File: src/rtl/result_ram_writer_if.sv
// Result write-back bus: ALU result handshake in, SRAM write port and job status out.
//   start      : one-cycle pulse that arms a new job
//   res_valid  : ALU result word valid
//   res_data   : ALU result word
//   res_ready  : writer can take res_data this cycle
//   ram_csn    : SRAM chip select, active-low
//   ram_wen    : SRAM write enable, active-low
//   ram_addr   : SRAM address
//   ram_din    : SRAM write data
//   ram_done   : one-cycle pulse, job fully written
//   busy       : job in progress
// slave  = the writer, master = the ALU/controller side driving it.
interface result_ram_writer_if #(
  parameter int unsigned DW = 32,
  parameter int unsigned AW = 8
);
  logic          start;
  logic          res_valid;
  logic [DW-1:0] res_data;
  logic          res_ready;
  logic          ram_csn;
  logic          ram_wen;
  logic [AW-1:0] ram_addr;
  logic [DW-1:0] ram_din;
  logic          ram_done;
  logic          busy;

  modport slave (
    input  start, res_valid, res_data,
    output res_ready, ram_csn, ram_wen, ram_addr, ram_din, ram_done, busy
  );

  modport master (
    output start, res_valid, res_data,
    input  res_ready, ram_csn, ram_wen, ram_addr, ram_din, ram_done, busy
  );
endinterface

File: src/rtl/result_ram_writer.sv
// Write-back end of the matrix-multiply datapath. Buffers ALU result words in a
// small FIFO and drains them into the result SRAM at consecutive addresses,
// pulsing ram_done once RES_COUNT words of a job have been written.
// Ports:
//   clk : system clock, rising edge
//   rst : asynchronous active-high reset
//   bus : result_ram_writer_if.slave (handshake in, SRAM port and status out)
module result_ram_writer #(
  parameter int unsigned DW         = 32,
  parameter int unsigned AW         = 8,
  parameter int unsigned BASE_ADDR  = 0,
  parameter int unsigned RES_COUNT  = 16,
  parameter int unsigned FIFO_DEPTH = 4
) (
  input  logic                clk,
  input  logic                rst,
  result_ram_writer_if.slave  bus
);

  localparam int unsigned CW = $clog2(RES_COUNT + 1);
  localparam int unsigned PW = $clog2(FIFO_DEPTH);
  localparam int unsigned OW = $clog2(FIFO_DEPTH + 1);

  typedef enum logic [1:0] {S_IDLE, S_RUN, S_DONE} state_t;

  state_t        r_state;
  logic [CW-1:0] r_acc_cnt;
  logic [CW-1:0] r_wr_cnt;
  logic [PW-1:0] r_wr_ptr;
  logic [PW-1:0] r_rd_ptr;
  logic [OW-1:0] r_count;
  logic [DW-1:0] r_mem [FIFO_DEPTH];
  logic          r_csn;
  logic          r_wen;
  logic [AW-1:0] r_addr;
  logic [DW-1:0] r_din;
  logic          r_done;
  logic          r_busy;

  logic          w_full;
  logic          w_empty;
  logic          w_ready;
  logic          w_push;
  logic          w_pop;
  logic [AW-1:0] w_addr;

  // Full is judged on registered occupancy, so a same-cycle pop never frees a slot early.
  assign w_full  = (r_count == OW'(FIFO_DEPTH));
  assign w_empty = (r_count == '0);
  assign w_ready = (r_state == S_RUN) && !w_full && (r_acc_cnt < CW'(RES_COUNT));
  assign w_push  = bus.res_valid && w_ready;
  assign w_pop   = (r_state == S_RUN) && !w_empty;
  // Address wraps modulo 2^AW.
  assign w_addr  = AW'(BASE_ADDR) + AW'(r_wr_cnt);

  // FIFO storage carries no reset; occupancy and pointers define validity.
  always_ff @(posedge clk) begin
    if (w_push) r_mem[r_wr_ptr] <= bus.res_data;
  end

  // Job FSM, FIFO bookkeeping and registered SRAM port.
  always_ff @(posedge clk or posedge rst) begin
    if (rst) begin
      r_state   <= S_IDLE;
      r_acc_cnt <= '0;
      r_wr_cnt  <= '0;
      r_wr_ptr  <= '0;
      r_rd_ptr  <= '0;
      r_count   <= '0;
      r_csn     <= 1'b1;
      r_wen     <= 1'b1;
      r_addr    <= '0;
      r_din     <= '0;
      r_done    <= 1'b0;
      r_busy    <= 1'b0;
    end else begin
      r_done <= 1'b0;
      r_csn  <= 1'b1;
      r_wen  <= 1'b1;
      case (r_state)
        S_IDLE: begin
          if (bus.start) begin
            r_state   <= S_RUN;
            r_busy    <= 1'b1;
            r_acc_cnt <= '0;
            r_wr_cnt  <= '0;
            r_wr_ptr  <= '0;
            r_rd_ptr  <= '0;
            r_count   <= '0;
          end
        end
        S_RUN: begin
          if (w_push) begin
            r_wr_ptr  <= r_wr_ptr + PW'(1);
            r_acc_cnt <= r_acc_cnt + CW'(1);
          end
          if (w_pop) begin
            r_rd_ptr <= r_rd_ptr + PW'(1);
            r_csn    <= 1'b0;
            r_wen    <= 1'b0;
            r_addr   <= w_addr;
            r_din    <= r_mem[r_rd_ptr];
            r_wr_cnt <= r_wr_cnt + CW'(1);
          end
          r_count <= r_count + OW'(w_push) - OW'(w_pop);
          // wr_cnt reaches RES_COUNT on the edge that issued the last write.
          if (r_wr_cnt == CW'(RES_COUNT)) begin
            r_state <= S_DONE;
            r_done  <= 1'b1;
            r_busy  <= 1'b0;
          end
        end
        S_DONE:  r_state <= S_IDLE;
        default: r_state <= S_IDLE;
      endcase
    end
  end

  assign bus.res_ready = w_ready;
  assign bus.ram_csn   = r_csn;
  assign bus.ram_wen   = r_wen;
  assign bus.ram_addr  = r_addr;
  assign bus.ram_din   = r_din;
  assign bus.ram_done  = r_done;
  assign bus.busy      = r_busy;

endmodule

File: src/flat_wrapper.sv
// flat-port wrapper written by rule: the top's interface ports become plain ports
module result_ram_writer_flat 
#(
  parameter int unsigned DW         = 32,
  parameter int unsigned AW         = 8,
  parameter int unsigned BASE_ADDR  = 0,
  parameter int unsigned RES_COUNT  = 16,
  parameter int unsigned FIFO_DEPTH = 4
)
  (clk, rst, bus_start, bus_res_valid, bus_res_data, bus_res_ready, bus_ram_csn, bus_ram_wen, bus_ram_addr, bus_ram_din, bus_ram_done, bus_busy);
  result_ram_writer_if #(.DW(DW), .AW(AW)) bus_i ();
  input  logic clk;
  input  logic rst;
  input wire logic [$bits(bus_i.start)-1:0] bus_start;
  input wire logic [$bits(bus_i.res_valid)-1:0] bus_res_valid;
  input wire logic [$bits(bus_i.res_data)-1:0] bus_res_data;
  output wire logic [$bits(bus_i.res_ready)-1:0] bus_res_ready;
  output wire logic [$bits(bus_i.ram_csn)-1:0] bus_ram_csn;
  output wire logic [$bits(bus_i.ram_wen)-1:0] bus_ram_wen;
  output wire logic [$bits(bus_i.ram_addr)-1:0] bus_ram_addr;
  output wire logic [$bits(bus_i.ram_din)-1:0] bus_ram_din;
  output wire logic [$bits(bus_i.ram_done)-1:0] bus_ram_done;
  output wire logic [$bits(bus_i.busy)-1:0] bus_busy;
  assign bus_i.start = bus_start;
  assign bus_i.res_valid = bus_res_valid;
  assign bus_i.res_data = bus_res_data;
  assign bus_res_ready = bus_i.res_ready;
  assign bus_ram_csn = bus_i.ram_csn;
  assign bus_ram_wen = bus_i.ram_wen;
  assign bus_ram_addr = bus_i.ram_addr;
  assign bus_ram_din = bus_i.ram_din;
  assign bus_ram_done = bus_i.ram_done;
  assign bus_busy = bus_i.busy;
  result_ram_writer #(.DW(DW), .AW(AW), .BASE_ADDR(BASE_ADDR), .RES_COUNT(RES_COUNT), .FIFO_DEPTH(FIFO_DEPTH)) u_core (.clk(clk), .rst(rst), .bus(bus_i));
endmodule
File: config.mk
export PLATFORM = sky130hd
export DESIGN_NAME = result_ram_writer_flat
export DESIGN_NICKNAME = d
export VERILOG_FILES = /design/src/rtl/result_ram_writer_if.sv /design/src/rtl/result_ram_writer.sv /design/src/flat_wrapper.sv
export SDC_FILE = /design/constraint.sdc
export NUM_CORES = 1
export LEC_CHECK = 0
export CORE_UTILIZATION = 35
export DETAILED_ROUTE_END_ITERATION = 8
export PLACE_DENSITY = 0.61
export RECOVER_POWER = 25
export SYNTH_ARGS = -nofsm -noshare
export SYNTH_HDL_FRONTEND = slang
export SYNTH_SLANG_ARGS = --single-unit
File: constraint.sdc
create_clock -name clk -period 2.5 [get_ports clk]
set_input_delay 0.75 -clock clk [delete_from_list [all_inputs] [get_ports clk]]
set_output_delay 0.75 -clock clk [all_outputs]
set_load 0.05 [all_outputs]
==> impl_metrics.ini, run 1 <==
[status]
status = finished clean

[synth]
synth_ff_type = edfxtp_1
synth_mux_area_frac = 0.166
synthAdderAreaFrac = 0.0181
synth_edf_count = 128
ys_async_sr_fraction = 0.316
syn_inst = 376
syn_area_sq_um = 7330
synth.distinct_cells = 45
yosys_warnings = 0
ys_seq_area_frac = 0.726
synth-simple-area-share = 0.0350
synth_top_family_by_area = multiplexers
syn_area_per_cell_sq_um = 19.5
ys_ff_latch = 187
synthXorXnorAreaFrac = 0.00239
synth_compound_area_frac = 0.0273

[placement]
port_buffers = 77
dpl_cell_area_sq_um = 8680
gp_congestion = 0.776
place_ws_ps = -261
hpwl_mm = 8.81

[run]
drv_cap = 0

[routing]
routed_wl_mm = 13.8
vias = 3708
ant_nets = 0
dr.max_layer_used = met5
drt_pre_antenna_iters = 5
viasPerCell = 4.85
drtIter0Drc = 182
drt-met1-wl_mm = 6.22
drc = 0
met2_length_mm = 6.63
routedWlPerCell_um = 18.0
wl_met3_um = 715

[final_layout]
mostFrequentLayoutCells = edfxtp_1 (128), clkdlybuf4s50_1 (59), dfrtp_1 (55), mux4_2 (32), mux2_4 (28)
layout_commonest_cell = edfxtp_1
final_nets = 526
layout-drive-gt1-share = 0.286
utilization = 0.456
layout.filler_cells = 1740
fin_area_sq_um = 9290
syn2layout_area_growth_pct = 26.6

[worst_hold_path]
min_path_cells = 1
min_path_type = reg2reg
min-delay-start = u_core.bus.ram_din[17]
hold_path_end = u_core.bus.ram_din[17]

[clock_network]
worstSkewPairLatency_ps = 440
clk_pin_slew_ps = 70
cts_hold_buf = 0
clkSinkCount = 187
cts_setup_buffers = 0
clk_path_buf_depth = 2
root_buffer = clkbuf_16
post_cts_resized = 2
cts_tree = built
cts.htree.levels = 4
cts_buffers = 17

[critical_path]
critPathMaxFanout = 2
reg2regPathDepth = 11
setup.worst_path.class = reg2out
worst-path-buf-inv = 1
worstPathCellList = clkdlybuf4s50_1
reg2reg_from = u_core.r_count[0]
cp_top_family = buffers and inverters
worst_setup_path_start_kind = flip-flop
cp_slowest_cell = clkdlybuf4s50_1
cp-end-kind = output port
r2r_end = u_core.r_count[2]
startpoint = u_core.bus.ram_din[24]
required_ps = 1750
cpPeakStageDelay_ps = 830
ff2ff_setup_slack_ps = 170
worstPathArrival_ps = 1680

[die]
io_pins = 81
dieArea_sq_um = 21500
num_rows = 52
start_util = 0.360
dieHeight_um = 147
fp.dieW_um = 147
core_area_sq_um = 20400

[timing]
grt_setup_unrepaired = false
report.final.slew_viol_count = 0
tightest_slew_ps = 1420
finalHoldViolations = 0
finalSetupViolations = 0
max_freq_ghz = 0.411
fin_crit_ps = 2430
fin_skew_ps = 8.60
slew_headroom = 0.0528
worst_slack_ps = 65.7
timing.final.crit_share = 0.974

[global_routing]
grt_pass1_wl_mm = 22.0
grt_overflow = 0
antenna_found_initial = 2
grtUsageTotal = 0.139
grt_pass1_vias = 3930
grt_max_degree = 60

[pwr]
ir_worst_vdd_uv = 922
leakagePower_nw = 3.41
pwr_density_cell_nw_per_um2 = 1400
==> routing by layer <==
metal | vias up | GRT usage
met5 | - | 0
met4 | 2 | 0.0484
met3 | 23 | 0.0441
met2 | 107 | 0.215
met1 | 1906 | 0.183
li1 | 1670 | -
==> Yosys cell counts (all sizes together), types with 3 or more instances <==
master	count	area share
inv	13	0.0073
edfxtp	128	0.52
mux4	32	0.098
mux2	33	0.065
ha	9	0.015
dfrtp	58	0.20
nand3	11	0.0075
clkbuf	8	0.0041
and3	4	0.0034
buf	13	0.014
nand2	9	0.0068
a21oi	3	0.0020
o211ai	5	0.0051
o21ai	19	0.013
==> area by class of cell <==
class / count / area, sq um / area share
multi-input combinational: 157 / 1890 / 0.203
antenna: 1 / 2.50 / 0.000270
inverter: 13 / 56.3 / 0.00606
clock inverter: 15 / 186 / 0.0201
clock buffer: 17 / 425 / 0.0458
tap: 270 / 338 / 0.0364
sequential: 187 / 5330 / 0.574
timing repair buffer: 104 / 1070 / 0.115
==> how the worst max path moves through the flow <==
stage,end,slack [ps],cells after the start
6_report,bus_ram_din[24],70,1
5_1_grt,bus_res_ready,3,4
4_1_cts,bus_ram_din[21],60,1
3_5_place_dp,u_core.r_count[2],-260,10
3_3_place_gp,u_core.r_count[2],-210,10
2_1_floorplan,u_core.r_count[2],20,13
==> cells by family (layout without fill, tap and decap cells) <==
group           Yosys count  in the layout
other cells               1              4
compound gates           34             34
xor+xnor                  2              2
mux                      67             67
simple gates             41             41
flops                   187            187
fa+ha+maj                10             10
buf+inv                  34            149
==> per-stage QoR <==
stage	cells	power [mW]	hold slack [ps]	TNS [ps]
global route	763	13.7	532	0
global placement	731	10.3	475	-225
floorplan	378	8.66	478	0
finish	764	13.0	494	0
CTS	763	13.2	500	0
detailed placement	731	10.4	479	-312
==> registers in the layout (all words and copies together) (netlist names) <==
register	flops
u_core.bus.ram_done	1
u_core.bus.ram_csn	1
u_core.bus.busy	1
u_core.bus.ram_din	32
u_core.r_rd_ptr	2
u_core.r_wr_cnt	5
u_core.r_count	3
u_core.r_state	2
u_core.r_acc_cnt	5
u_core.r_wr_ptr	2
u_core.bus.ram_addr	5
u_core.r_mem	128
==> where the power goes <==
| group | switching (mW) | leakage [nW] | internal (mW) |
|---|---|---|---|
| Clock | 1.22 | 0.297 | 1.52 |
| Sequential | 0.517 | 1.87 | 4.25 |
| Combinational | 2.95 | 1.25 | 2.57 |
| Total | 4.68 | 3.41 | 8.33 |
No activity file was read; power rests on OpenSTA's default activity.
==> run 2, diff against run 1 <==
--- a/config.mk
+++ b/config.mk
@@ -7,8 +7,9 @@
 export LEC_CHECK = 0
 export CORE_UTILIZATION = 35
 export DETAILED_ROUTE_END_ITERATION = 8
-export PLACE_DENSITY = 0.61
+export PLACE_DENSITY = 0.59
 export RECOVER_POWER = 25
 export SYNTH_ARGS = -nofsm -noshare
 export SYNTH_HDL_FRONTEND = slang
 export SYNTH_SLANG_ARGS = --single-unit
+export TNS_END_PERCENT = 30
==> constraint.sdc (replaced) <==
create_clock -name clk -period 3 [get_ports clk]
set_input_delay 0.9 -clock clk [delete_from_list [all_inputs] [get_ports clk]]
set_output_delay 0.9 -clock clk [all_outputs]
set_load 0.05 [all_outputs]
==> impl_metrics.ini, run 2 (synthesis gave the netlist of run 1 again) <==
[global_routing]
antenna_found_initial = 3
grt_pass1_wl_mm = 21.7
grt_pass1_vias = 3927
grt_overflow = 0
grt_max_degree = 60
grtUsageTotal = 0.135

[critical_path]
cpPeakStageDelay_ps = 800
setup.worst_path.class = reg2out
cp_top_family = buffers and inverters
required_ps = 2100
worstPathArrival_ps = 1750
worst-path-buf-inv = 1
worstPathCellList = clkdlybuf4s50_1
cp_slowest_cell = clkdlybuf4s50_1
critPathMaxFanout = 2
worst_setup_path_start_kind = flip-flop
cp-end-kind = output port

[routing]
drt_pre_antenna_iters = 4
viasPerCell = 4.88
ant_nets = 0
drc = 0
drtIter0Drc = 261
vias = 3656
routed_wl_mm = 13.6
routedWlPerCell_um = 18.1

[worst_hold_path]
min_path_type = reg2reg

[timing]
grt_setup_unrepaired = false
finalHoldWorstSlack_ps = 487
timing.final.crit_share = 0.882
final.setup.tns_ps = 0
finalHoldViolations = 0
tightest_slew_ps = 1600
max_freq_ghz = 0.378
fin_skew_ps = 6.26
slew_headroom = -0.0650
fin_crit_ps = 2650
report.final.slew_viol_count = 60
finalSetupViolations = 0

[pwr]
leakagePower_nw = 3.30
pwr_density_cell_nw_per_um2 = 1160
ir_worst_vdd_uv = 597
p_switching_mw = 3.79
power_frac_clock = 0.207
netSwitchingFraction = 0.362
seqPwrFrac = 0.384
pwr-share-comb = 0.409
intPower_mw = 6.68

[final_layout]
layout-drive-gt1-share = 0.243
mostFrequentLayoutCells = edfxtp_1 (128), dfrtp_1 (56), clkdlybuf4s50_1 (55), mux4_2 (32), mux2_4 (28)
final_nets = 511
syn2layout_area_growth_pct = 23.4
regMostFlops = u_core.r_mem
layout_commonest_cell = edfxtp_1
largest_reg_flops = 128

[clock_network]
cts.htree.levels = 4
clk_pin_slew_ps = 70
cts_hold_buf = 0
clkSinkCount = 187
cts_tree = built
cts_buffers = 17
post_cts_resized = 0
worstSkewPairLatency_ps = 430
clk_path_buf_depth = 2
cts_setup_buffers = 0
root_buffer = clkbuf_16

[placement]
port_buffers = 77
hpwl_mm = 8.26
gp_congestion = 0.739

[run]
drv_cap = 1

[die]
dieHeight_um = 147
io_pins = 81
dieArea_sq_um = 21500
core_area_sq_um = 20400
fp.dieW_um = 147
start_util = 0.360
num_rows = 52

[status]
violations = capacitance limit, slew limit
status = finished, violations left
[run 2: layout make-up]
class	count	area, sq um
fill	1748	11300
timing repair buffer	89	918
tap	270	338
multi-input combinational	157	1840
antenna	1	2.50
inverter	13	53.8
clock inverter	14	135
sequential	187	5320
clock buffer	18	439
[run 2: power by group through the flow]
stage	clock network, mW	registers [mW]	logic (mW)
final	2.17	4.02	4.28
after CTS	2.22	4.04	4.36
after floorplan	0	4.78	2.34
after global placement	0	4.06	4.28
after detailed placement	0	4.09	4.34
after global routing	2.33	4.12	4.59
[run 2: layer usage]
layer  vias up  share of wire  global-route usage
li1       1635              -                   -
met2        93           0.48               0.218
met4         4          0.014              0.0557
met5         -         0.0020                   0
met3        18          0.047              0.0354
met1      1906           0.45               0.174
[run 2: final timing paths]
path                                              from                     end  slack, ps  cells after the start
worst max-delay path                u_core.bus.ram_csn             bus_ram_wen        350                      1
worst min-delay path            u_core.bus.ram_din[16]  u_core.bus.ram_din[16]        490                      1
worst max register to register       u_core.r_count[1]       u_core.r_count[2]        400                     11
worst min register to register  u_core.bus.ram_din[16]  u_core.bus.ram_din[16]        490                      1
max in group asynchronous                          rst      u_core.r_rd_ptr[0]        590                      3
min in group asynchronous                          rst  u_core.bus.ram_din[28]       1340                      3
[run 2: through the flow]
stage | power (mW) | setup WS [ps] | utilization | std cells | area, sq um
5_1_grt | 11.0 | 193 | 0.444 | 748 | 9050
4_1_cts | 10.6 | 326 | 0.445 | 748 | 9060
2_1_floorplan | 7.13 | 145 | - | 378 | 7340
3_3_place_gp | 8.34 | 155 | 0.417 | 716 | 8490
3_5_place_dp | 8.43 | 130 | 0.417 | 716 | 8490
6_report | 10.5 | 353 | 0.444 | 749 | 9050
==> run 3, diff against run 2 <==
==> constraint.sdc (replaced) <==
create_clock -name clk -period 2.9 [get_ports clk]
set_input_delay 0.87 -clock clk [delete_from_list [all_inputs] [get_ports clk]]
set_output_delay 0.87 -clock clk [all_outputs]
set_load 0.05 [all_outputs]
==> impl_metrics.ini, run 3 (synthesis gave the netlist of run 1 again) <==
[die]
core_area_sq_um = 20400
dieArea_sq_um = 21500
start_util = 0.360
num_rows = 52
io_pins = 81
fp.dieW_um = 147
dieHeight_um = 147

[critical_path]
worst_setup_path_start_kind = flip-flop
cp_top_family = adder cells
cp-end-kind = flip-flop
cp_slowest_cell = or3_1
worstPathArrival_ps = 2930
worst-path-buf-inv = 3
cpPeakStageDelay_ps = 530
critPathMaxFanout = 10
worstPathCellList = or3_1 > nand2_8 > inv_6 > ha_1 > inv_1 > ha_1 > inv_1 > fa_1 > xnor2_1 > o211ai_1 > o31ai_1
setup.worst_path.class = reg2reg
required_ps = 3210

[final_layout]
layout.filler_cells = 1771
largest_reg_flops = 128
layout_commonest_cell = edfxtp_1
seqCellArea_sq_um = 5320
mostFrequentLayoutCells = edfxtp_1 (128), dfrtp_1 (56), clkdlybuf4s50_1 (55), mux4_2 (32), mux2_4 (28)
syn2layout_area_growth_pct = 23.8
multi_input_area_sq_um = 1840
final_nets = 514
regMostFlops = u_core.r_mem
layout-drive-gt1-share = 0.243

[routing]
vias = 3607
routed_wl_mm = 13.5
drt_pre_antenna_iters = 5
drc = 0
drtIter0Drc = 136
ant_nets = 0
viasPerCell = 4.80
routedWlPerCell_um = 18.0

[clock_network]
clkSinkCount = 187
clk_path_buf_depth = 2
post_cts_resized = 0
cts_buffers = 17
clk_pin_slew_ps = 70
worstSkewPairLatency_ps = 430
cts_tree = built
cts_setup_buffers = 0
root_buffer = clkbuf_16
cts_hold_buf = 0
cts.htree.levels = 4

[timing]
fin_skew_ps = 9.30
fin_crit_ps = 2630
timing.final.crit_share = 0.905
final.setup.tns_ps = 0
grt_setup_unrepaired = false
worst_slack_ps = 274
report.final.slew_viol_count = 60
finalHoldViolations = 0
slew_headroom = -0.0418
finalSetupViolations = 0
max_freq_ghz = 0.381
tightest_slew_ps = 1560

[pwr]
leakagePower_nw = 3.30
pwr_density_cell_nw_per_um2 = 1200
ir_worst_vdd_uv = 626

[global_routing]
grt_pass1_vias = 3937
antenna_found_initial = 3
grtUsageTotal = 0.137
grt_pass1_wl_mm = 22.0
grt_overflow = 0
grt_max_degree = 60

[status]
status = finished, violations left
violations = capacitance limit, slew limit

[placement]
hpwl_mm = 8.22
place_ws_ps = 47.1
port_buffers = 77
gp_congestion = 0.773

[run]
drv_cap = 1

[worst_hold_path]
min_path_type = reg2reg
-- run 3: stage by stage --
stage | cell area, sq um | total power [mW] | instances | hold WS, ps | util
floorplan | 7340 | 7.37 | 378 | 478 | -
global placement | 8510 | 8.64 | 719 | 474 | 0.418
detailed placement | 8510 | 8.73 | 719 | 474 | 0.418
CTS | 9090 | 11.1 | 751 | 497 | 0.446
global route | 9080 | 11.5 | 752 | 517 | 0.446
finish | 9080 | 10.9 | 752 | 487 | 0.446
-- run 3: metal layers --
metal	up-vias	track usage	wire length, um	part of all wire
li1	1645	-	-	-
met1	1850	0.177	6160	0.46
met2	90	0.219	6500	0.48
met3	18	0.0366	642	0.047
met4	4	0.0563	207	0.015
met5	-	0	22	0.0016
-- run 3: power by group --
group | switching, mW | total, mW | internal, mW
clock | 0.998 | 2.29 | 1.29
sequential | 0.454 | 4.12 | 3.66
combinational | 2.45 | 4.49 | 2.04
total | 3.90 | 10.9 | 6.99
-- run 3: area by class of cell --
type,instances,area share
antenna,1,0.000276
clock buffer,21,0.0485
clock inverter,11,0.0152
inverter,13,0.00593
multi-input combinational,157,0.203
sequential,187,0.586
tap,270,0.0372
timing repair buffer,92,0.104
-- run 3: path summary, 6_finish.rpt --
kind | start | endpoint | depth (start not counted) | slack, ps
min | u_core.bus.ram_din[15] | u_core.bus.ram_din[15] | 1 | 490
max | u_core.r_count[1] | u_core.r_count[2] | 11 | 270
min in group asynchronous | rst | u_core.bus.ram_din[28] | 3 | 1320
max reg2reg | u_core.r_count[1] | u_core.r_count[2] | 11 | 270
max in group asynchronous | rst | u_core.r_rd_ptr[1] | 3 | 540
min reg2reg | u_core.bus.ram_din[15] | u_core.bus.ram_din[15] | 1 | 490
